--- config.mk ---
export PLATFORM = sky130hd
export DESIGN_NAME = aud_recorder_stereo
export DESIGN_NICKNAME = d
export VERILOG_FILES = /design/src/rtl/aud_recorder_stereo.sv
export SDC_FILE = /design/constraint.sdc
export NUM_CORES = 1
export LEC_CHECK = 0
export ABC_AREA = 0
export ABC_CLOCK_PERIOD_IN_PS = 4250
export CAP_MARGIN = 20
export CORE_MARGIN = 1
export CORE_UTILIZATION = 58
export DETAILED_ROUTE_END_ITERATION = 7
export PLACE_DENSITY = 0.81
export RECOVER_POWER = 50
export SKIP_CTS_REPAIR_TIMING = 1
export SYNTH_ARGS = -nofsm -noshare
export SYNTH_HDL_FRONTEND = slang
export SYNTH_SLANG_ARGS = --single-unit
--- constraint.sdc ---
create_clock -name i_clk -period 4.25 [get_ports i_clk]
set_clock_uncertainty 0.05 [all_clocks]
set_input_delay 0.6375 -clock i_clk [delete_from_list [all_inputs] [get_ports i_clk]]
set_output_delay 0.6375 -clock i_clk [all_outputs]
set_load 0.01 [all_outputs]
--- src/rtl/aud_recorder_stereo.sv ---
// I2S / left-justified serial ADC capture for a stereo (or left-only) stream.
// All logic runs on the audio bit clock and uses no divided clocks.
module aud_recorder_stereo #(
    parameter int DATA_W = 16,
    parameter int STEREO = 1,
    parameter int FMT    = 0
) (
    input  logic              i_clk,
    input  logic              i_rst_n,
    input  logic              i_en,
    input  logic              i_lrc,
    input  logic              i_data,
    output logic [DATA_W-1:0] o_left,
    output logic [DATA_W-1:0] o_right,
    output logic              o_valid,
    output logic              o_short,
    output logic              o_busy
);
    localparam int CW = $clog2(DATA_W + 1);

    typedef enum logic [2:0] {IDLE, WAIT_FRAME, SKIP, CAPTURE, DRAIN} state_t;

    state_t            state;
    logic              lrc_p;
    logic              channel;
    logic [CW-1:0]     cnt;
    logic [DATA_W-2:0] shift;
    logic [DATA_W-1:0] hold;
    logic [DATA_W-1:0] word;

    logic fall, rise, opp, last;
    logic abort, start, start_skip, start_ch;

    assign fall   = lrc_p & ~i_lrc;
    assign rise   = ~lrc_p & i_lrc;
    assign opp    = channel ? fall : rise;
    assign last   = (state == CAPTURE) && (cnt == CW'(DATA_W - 1));
    assign word   = {shift, i_data};
    assign o_busy = (state != IDLE);

    always_comb begin
        abort      = 1'b0;
        start      = 1'b0;
        start_skip = (FMT == 0);
        start_ch   = 1'b0;
        case (state)
            WAIT_FRAME: start = fall;
            SKIP: begin
                abort = fall | rise;
                start = fall;
            end
            CAPTURE: begin
                if (last) begin
                    // Edge coincides with the final bit: this cycle's bit belongs to
                    // the finished word, so the next channel's MSB comes one cycle later.
                    start      = opp && (channel || STEREO != 0);
                    start_ch   = ~channel;
                    start_skip = 1'b1;
                end else begin
                    abort = fall | rise;
                    start = fall;
                end
            end
            DRAIN: begin
                start    = opp && (channel || STEREO != 0);
                start_ch = ~channel;
            end
            default: ;
        endcase
    end

    always_ff @(posedge i_clk or negedge i_rst_n) begin
        if (!i_rst_n) begin
            state   <= IDLE;
            lrc_p   <= 1'b0;
            channel <= 1'b0;
            cnt     <= '0;
            shift   <= '0;
            hold    <= '0;
            o_left  <= '0;
            o_right <= '0;
            o_valid <= 1'b0;
            o_short <= 1'b0;
        end else begin
            lrc_p   <= i_lrc;
            o_valid <= 1'b0;
            o_short <= 1'b0;
            if (!i_en) begin
                state   <= IDLE;
                channel <= 1'b0;
                cnt     <= '0;
                shift   <= '0;
                hold    <= '0;
            end else if (state == IDLE) begin
                state <= WAIT_FRAME;
            end else begin
                if (last) begin
                    if (STEREO == 0) begin
                        o_left  <= word;
                        o_valid <= 1'b1;
                    end else if (!channel) begin
                        hold <= word;
                    end else begin
                        o_left  <= hold;
                        o_right <= word;
                        o_valid <= 1'b1;
                    end
                end
                if (start) begin
                    channel <= start_ch;
                    if (start_skip) begin
                        state <= SKIP;
                        cnt   <= '0;
                        shift <= '0;
                    end else begin
                        state <= CAPTURE;
                        cnt   <= CW'(1);
                        shift <= {{(DATA_W-2){1'b0}}, i_data};
                    end
                    if (abort) begin
                        o_short <= 1'b1;
                        hold    <= '0;
                    end
                end else if (abort) begin
                    o_short <= 1'b1;
                    hold    <= '0;
                    shift   <= '0;
                    cnt     <= '0;
                    state   <= WAIT_FRAME;
                end else begin
                    case (state)
                        SKIP: begin
                            shift <= {{(DATA_W-2){1'b0}}, i_data};
                            cnt   <= CW'(1);
                            state <= CAPTURE;
                        end
                        CAPTURE: begin
                            shift <= word[DATA_W-2:0];
                            cnt   <= cnt + CW'(1);
                            if (last) begin
                                state <= DRAIN;
                                // Left-only mode: remember we are in the ignored right slot.
                                if (opp && !channel) channel <= 1'b1;
                            end
                        end
                        DRAIN: if (rise && !channel) channel <= 1'b1;
                        default: ;
                    endcase
                end
            end
        end
    end
endmodule

# --- Yosys cells after proc, flatten, opt, wreduce, memory -nomap -nowiden ---
# Cells that the tools add are included.
word_totals:
  regBits: 75
  in_bits: 5
  output_inout_bits: 35
classes:
  n_addsub: 1
  eq_ne: 16
  muxes: 43
  n_bitwise: 7
  reduce_logical: 12
op_table:
  columns: ["op", "count"]
  rows:
  - ["two-way mux 16 bit", 5]
  - ["two-way mux 15 bit", 4]
  - ["case mux 15 bit (2 select lines)", 1]
  - ["two-way mux 5 bit", 4]
  - ["two-way mux 1 bit", 18]
  - ["two-way mux 3 bit", 5]
  - ["case mux 5 bit (2 select lines)", 1]
  - ["!= test 4 bit, second input constant", 2]
  - ["equality test 3 x 2 -> 1 bit, second input constant", 2]
  - ["!= test 3 x 2 -> 1 bit, second input constant", 2]
  - ["!= test 6 x 1 -> 1 bit, second input constant", 1]
  - ["!= test 6 x 5 -> 1 bit, second input constant", 1]
  - ["case mux 1 bit (2 select lines)", 3]
  - ["case mux 3 bit (2 select lines)", 1]
  - ["AND reduction 6 bit", 1]
  - ["adder 5 x 1 -> 5 bit, second input constant", 1]
  - ["equality test 5 x 4 -> 1 bit, second input constant", 1]
  - ["!= test 5 x 1 -> 1 bit, second input constant", 1]
  - ["!= test 4 x 1 -> 1 bit, second input constant", 1]
  - ["!= test 4 x 3 -> 1 bit, second input constant", 1]
  - ["NOT 1 bit", 4]
  - ["AND reduction 2 bit", 2]
  - ["AND reduction 4 bit", 1]
  - ["equality test 3 x 1 -> 1 bit, second input constant", 1]
  - ["other kinds (12)", 15]

# --- Logic depth before layout (Yosys ltp) ---
# Gate-level depths: netlist (run 1).
depth:
  depth_word: 11
  ltp_mapped: 9

# --- Worst setup path before layout (run 1) ---
# OpenSTA, ideal clock, no wires.
synth_timing:
  kind: "register to register"
  start: "register cnt[0]"
  end: "register cnt[1]"
  setup_time_ps: 121
  t_arrival_ps: 2072
  required_ps: 4079
  path_slack_ps: 2007
  stages_incl_launch_ff: 10
  n_path_buf: 2
  path_cell_list: "dfrtp_1 > ha_1 > and3_1 > ha_1 > a31o_2 > o21a_1 > and3_4 > buf_6 > buf_8 > a22o_1"
synth_between:
  elab_chain_cells: 8
  word_cells_on_any_way: 14
  cone_classes: "1 x add/sub; 2 x eq/ne; 9 x mux; 2 x reduce/logical"
synth_lines:
  columns: ["item", "line_no", "rtl"]
  rows:
  - ["from (decl)", "26", "logic [CW-1:0] cnt;"]
  - ["from (signal assigned)", "139", "cnt <= cnt + CW'(1);"]
  - ["branches (longest 8 deep; another with adder 5 x 1 -> 5 bit)", null, null]
# Several ways; the timed one is not identified. The select of a mux whose other input is x is not followed.
# A chain may end at the register's enable or synchronous reset.

# --- Final worst setup path (run 1) ---
layout_timing:
  start: "register cnt[0]"
  end: "register o_right[0]"
layout_between:
  elab_chain_cells: 3
layout_lines:
  columns: ["item", "line_no", "rtl"]
  rows:
  - ["equality test 5 x 4 -> 1 bit", "37", "assign last = (state == CAPTURE) && (cnt == CW'(DATA_W - 1));"]
  - ["logical AND 1 bit", "37", null]
  - ["AND reduction 4 bit (no source line)", null, null]
  - ["to (signal assigned)", "105", "o_right <= word;"]
  - ["to (decl)", "14", "output logic [DATA_W-1:0] o_right,"]
# No other way between the ends.

==> results of run 1 <==
==> logic make-up after synthesis <==
group | count (synthesis) | synth area share (%)
AOI/OAI and AO/OA | 54 | 13.0
adders and majority gates | 4 | 1.63
buffers and inverters | 18 | 3.06
DFF | 75 | 61.2
muxes | 33 | 12.1
and+or+nand+nor | 54 | 8.90
==> flip-flops by register name, indices dropped and copies added (netlist names), 3 cells and up <==
register	flops
hold	16
o_left	16
o_right	16
shift	15
cnt	5
state	3
==> per-stage QoR <==
| stage | instance area [um2] | power (W) | worst slack (ps) | instances | util [%] |
|---|---|---|---|---|---|
| global placement | 3520 | 0.000793 | 1330 | 338 | 68.9 |
| finish | 3730 | 0.00137 | 1370 | 354 | 73.1 |
| floorplan | 3060 | 0.000764 | 2010 | 238 | - |
| global route | 3730 | 0.00141 | 1170 | 354 | 73.1 |
| detailed placement | 3520 | 0.000794 | 1270 | 338 | 68.9 |
| CTS | 3740 | 0.00138 | 1350 | 354 | 73.2 |
==> worst reg2reg max path, delay by kind of cell, from the launching register on <==
family / cells / cell delay [ps]
flip-flops: 1 / 420
multiplexers: 1 / 360
adder cells (fa/ha/maj): 2 / 510
buffers and inverters: 1 / 250
AND/OR/NAND/NOR: 3 / 1150
==> final cells by class <==
class	instances	area share, %
timing repair buffer	42	11.2
tap	70	2.35
multi-input combinational	145	29.8
clock inverter	6	2.41
sequential	75	50.3
clock buffer	10	3.42
inverter	6	0.603
==> per-layer routing <==
| metal | vias up | global-route usage [%] | routed length [um] |
|---|---|---|---|
| li1 | 937 | - | - |
| met1 | 988 | 30.9 | 2610 |
| met2 | 49 | 36.6 | 2720 |
| met3 | 15 | 4.02 | 219 |
| met4 | 0 | 12.6 | 129 |
| met5 | - | 0 | 0 |
==> placed cells by master (no fill, tap or decap), drive strengths merged, types with 3 or more instances in the layout <==
| cell type | n |
|---|---|
| dfrtp | 75 |
| nand2 | 35 |
| mux2 | 33 |
| clkdlybuf4s50 | 21 |
| o21ai | 18 |
| a22o | 17 |
| dlygate4sd3 | 17 |
| clkbuf | 12 |
| inv | 6 |
| a21oi | 5 |
| ha | 4 |
| nor2 | 3 |
| nand3 | 3 |
| and3 | 3 |
| clkinv | 3 |
==> final timing paths <==
check	end	slack, ps
max in group asynchronous	o_left[15]$_DFFE_PN0P_	1800
setup reg to reg	o_right[0]$_DFFE_PN0P_	1370
hold / removal	o_left[8]$_DFFE_PN0P_	430
min in group asynchronous	hold[7]$_DFFE_PN0P_	480
setup / recovery	o_right[0]$_DFFE_PN0P_	1370
hold reg to reg	o_left[8]$_DFFE_PN0P_	430
==> where the power goes <==
part           internal [W]  switching, W   total, W
sequential         0.000717    0.00000525   0.000722
clock              0.000332      0.000261   0.000592
combinational     0.0000152     0.0000415  0.0000567
==> results.yml, run 1 <==
outcome:
  status: "complete, no violations"
sta:
  finalSetupViolCount: 0
  period_needed_ps: 2880
  timing.slew.headroom_pct: 16.1
  slew_viol_final: 0
  fmax_mhz: 347
  tightestPinTransition_ps: 1260
  totalNegativeSetupSlack_ps: 0
  fin_crit_sh_pct: 67.8
  final-hold-violation-count: 0
  whs_ps: 430
  rsz0062_at_grt: "false"
drt:
  wire_per_inst_um: 16.0
  drt_iter0_drc: 124
  drt_first_pass_iters: 4
  route.vias.total: 1989
  totalWireLength_um: 5680
  vias_per_cell: 5.62
  drc: 0
  ant_nets: 0
final_layout:
  regArea_mm2: 0.00188
  n_fill_cell: 356
  drive_gt1_share_pct: 10.9
  finalNetCount: 288
  n_antenna_cell: 0
  area_delta_synth_final_pct: 21.8
  multi_input_area_mm2: 0.00111
worst_setup_path:
  r2r_cells: 7
  crit_buf_inv: 1
  cp_num_cells: 7
  cpPeakStageDelay_ps: 670
  start_kind: "register"
  slowest_stage: "nor3_4"
  path_max_fanout: 19
  cp_top_family: "simple AND/OR/NAND/NOR gates"
  worst_path_most_repeated_cell: "ha_1"
  crit_path_start: "cnt[0]$_DFFE_PN0P_"
  arrival_ps: 3050
  crit_required_ps: 4420
  crit_path_cell_trace: "ha_1 > and3_1 > ha_1 > nand4b_1 > nor3_4 > buf_12 > mux2_1"
  crit_type: "reg -> reg"
  rr_startpoint: "cnt[0]$_DFFE_PN0P_"
  cp-end-kind: "register"
clock_network:
  numCtsBuffers: 9
  path_clk_slew_ps: 80
  htree_levels: 3
  clkSinkCount: 75
  cts_tree: "built"
  clk_latency_ps: 350
  clk_path_buf_depth: 2
  root_buffer: "clkbuf_8"
hold_path:
  hp-start: "o_left[8]$_DFFE_PN0P_"
  hold_class: "reg -> reg"
  hold_depth: 1
yosys:
  syn-cell-area_mm2: 0.00306
  yosysTopAreaCell: "dfrtp_1"
  synth_commonest_cells: "dfrtp_1 (75), nand2_1 (35), mux2_1 (29)"
  synth_seq_area_share_pct: 61.2
  synth_area_leaders: "dfrtp_1 (61%), mux2_1 (11%), a22o_1 (4.9%)"
  synth_edf_count: 0
  synth.most_common_cell: "dfrtp_1"
  ys_ff_latch: 75
  yosysWarnings: 0
  synth_top_area_share_pct: 61.2
  ys_types: 42
  netlist_instances: 238
  synth_area_per_cell_um2: 12.9
  ys_async_sr_fraction_pct: 100
  synth_nets: 247
  ys.flop_type: "dfrtp_1"
global_route:
  grt_usage_pct: 23.2
  grt_pass1_wl_um: 9290
  grt_pass1_vias: 1937
  grt_max_degree: 53
  grt_overflow_total: 0
  antenna_found_initial: 0
floorplan:
  fp.dieH_um: 74.7
  dieArea_mm2: 0.00558
  core_mm2: 0.00511
  pin_count: 40
  start_util_pct: 60.0
  die_w_um: 74.7
  placementRows: 26
power:
  worst_ir_drop_vdd_uv: 251
  power_density_mw_per_mm2: 367
  power.leakage_nw: 1.83
run:
  max-cap-violations: 0
place:
  io_buffers: 39
  place.gp.congestion: 0.950
  dp_hpwl_um: 3630
Power figures use the tool's default switching activity.
==> inputs of run 2 (changes only) <==
--- a/config.mk
+++ b/config.mk
@@ -6,12 +6,12 @@
 export NUM_CORES = 1
 export LEC_CHECK = 0
 export ABC_AREA = 0
-export ABC_CLOCK_PERIOD_IN_PS = 4250
+export ABC_CLOCK_PERIOD_IN_PS = 2300
 export CAP_MARGIN = 20
 export CORE_MARGIN = 1
-export CORE_UTILIZATION = 58
+export CORE_UTILIZATION = 49
 export DETAILED_ROUTE_END_ITERATION = 7
-export PLACE_DENSITY = 0.81
+export PLACE_DENSITY = 0.73
 export RECOVER_POWER = 50
 export SKIP_CTS_REPAIR_TIMING = 1
 export SYNTH_ARGS = -nofsm -noshare
==> constraint.sdc (replaced) <==
create_clock -name i_clk -period 2.3 [get_ports i_clk]
set_clock_uncertainty 0.05 [all_clocks]
set_input_delay 0.345 -clock i_clk [delete_from_list [all_inputs] [get_ports i_clk]]
set_output_delay 0.345 -clock i_clk [all_outputs]
set_load 0.01 [all_outputs]
==> run 2 against run 1 <==
Critical path depth grew 1. Highest routed layer unchanged. Fmax grew 31%. Sequential cell count is the same. Die area grew 18%.
==> results.yml, run 2 (synthesized netlist as in run 1, its figures left out) <==
worst_setup_path:
  crit_required_ps: 2480
  crit_path_start: "cnt[0]$_DFFE_PN0P_"
  rr_startpoint: "cnt[0]$_DFFE_PN0P_"
  arrival_ps: 2370
  crit_type: "reg -> reg"
  path_max_fanout: 10
  start_kind: "register"
  cp-end-kind: "register"
final_layout:
  top_regs: "hold (16), o_left (16), o_right (16)"
  n_antenna_cell: 0
  area_delta_synth_final_pct: 29.0
  n_fill_cell: 437
  final_cell_mix: "dfrtp_1 (75), nand2_1 (35), mux2_1 (29)"
  regArea_mm2: 0.00188
  fin_util_pct: 66.0
  drive_gt1_share_pct: 16.7
  finalNetCount: 305
  final_cells: 375
  final_common_cell: "dfrtp_1"
  multi_input_area_mm2: 0.00116
hold_path:
  hp-start: "o_left[4]$_DFFE_PN0P_"
  hold_class: "reg -> reg"
power:
  intPower_w: 0.00190
  worst_ir_drop_vdd_uv: 456
  combPwrFrac_pct: 5.4
  p_clk_share_pct: 40.3
  p_seq_share_pct: 54.3
  p_sw_share_pct: 22.7
  p_sw_w: 0.000557
  power.leakage_nw: 1.93
  power_density_mw_per_mm2: 621
sta:
  totalNegativeSetupSlack_ps: 0
  final-hold-violation-count: 0
  timing.slew.headroom_pct: 32.8
  worst_slack_ps: 109
  rsz0062_at_grt: "false"
  slew_viol_final: 0
  finalSetupViolCount: 0
  tightestPinTransition_ps: 1010
  period_needed_ps: 2190
  fin_crit_sh_pct: 95.3
  fmax_mhz: 456
global_route:
  grt_usage_pct: 19.4
  antenna_found_initial: 0
  grt_max_degree: 76
  grt_pass1_wl_um: 9360
  grtUsageMet1_pct: 25.8
  grt_pass1_vias: 1977
  grt_overflow_total: 0
  use_met3_pct: 4.38
  met2_usage_pct: 29.5
  busiest_layer: "met2"
outcome:
  status: "complete, no violations"
drt:
  wire_per_inst_um: 15.9
  ant_nets: 0
  drc: 0
  drt_iter0_drc: 98
  route.vias.total: 2069
  totalWireLength_um: 5960
  drt_first_pass_iters: 4
  vias_per_cell: 5.52
floorplan:
  start_util_pct: 51.1
  placementRows: 28
  fp.dieH_um: 81.1
  core_mm2: 0.00599
  pin_count: 40
  dieArea_mm2: 0.00657
  die_w_um: 81.1
clock_network:
  numCtsBuffers: 9
  clk_path_buf_depth: 2
  htree_levels: 3
  root_buffer: "clkbuf_8"
  clk_latency_ps: 340
  clkSinkCount: 75
  cts_tree: "built"
  path_clk_slew_ps: 70
run:
  max-cap-violations: 0
place:
  io_buffers: 39
  dp_hpwl_um: 3560
  dp.cells: 354
  pre_cts_slack_ps: -80.0
  place.gp.congestion: 0.877
-- run 2: changes by cell type in the layout (fill, tap and decap cells not counted), moves of 2 or more --
cell and delta:
buf_4 +10, buf_12 +4, and3_4 +2, ha_1 -2
-- run 2: stage by stage --
| stage | total power [W] | instance area [um2] | hold slack (ps) |
|---|---|---|---|
| final | 0.00246 | 3950 | 429 |
| after global routing | 0.00255 | 3950 | 450 |
| after CTS | 0.00248 | 3850 | -16.0 |
| after detailed placement | 0.00149 | 3660 | 356 |
| after global placement | 0.00149 | 3660 | 356 |
| after floorplan | 0.00141 | 3060 | -0.591 |
-- run 2: final cells by class --
| class | instances | area share (%) |
|---|---|---|
| Timing Repair Buffer | 58 | 15.4 |
| Clock buffer | 11 | 3.58 |
| Clock inverter | 4 | 1.30 |
| Multi-Input combinational cell | 146 | 29.3 |
| Tap cell | 75 | 2.37 |
| Sequential cell | 75 | 47.5 |
| Inverter | 6 | 0.570 |
-- run 2: final timing paths --
check,slack [ps],depth (start not counted),endpoint
min in group asynchronous,760,3,o_right[5]$_DFFE_PN0P_
worst min-delay path,430,1,o_left[4]$_DFFE_PN0P_
worst max register to register,110,8,o_left[0]$_DFFE_PN0P_
worst max-delay path,110,8,o_left[0]$_DFFE_PN0P_
worst min register to register,430,1,o_left[4]$_DFFE_PN0P_
max in group asynchronous,800,3,state[1]$_DFFE_PN0P_
-- run 2: metal layers --
layer  vias up  share of wire [%]
li1        976                  -
met1      1043                 48
met2        40                 47
met3        10                3.4
met4         0                2.0
met5         -                  0
-- run 2: worst max-delay path: stages (launching register included) --
cell,delay (ps)
dfrtp_1,370
ha_2,200
and3_4,200
ha_4,180
nand4b_1,200
nor3_4,250
buf_12,150
clkbuf_16,150
mux2_2,330
-- run 2: power groups by stage --
stage               Combinational, W  Clock [W]  Sequential, W
floorplan                  0.0000557          0        0.00136
global placement            0.000131          0        0.00136
detailed placement          0.000133          0        0.00136
CTS                         0.000134    0.00101        0.00133
global route                0.000149    0.00107        0.00134
finish                      0.000133   0.000989        0.00133
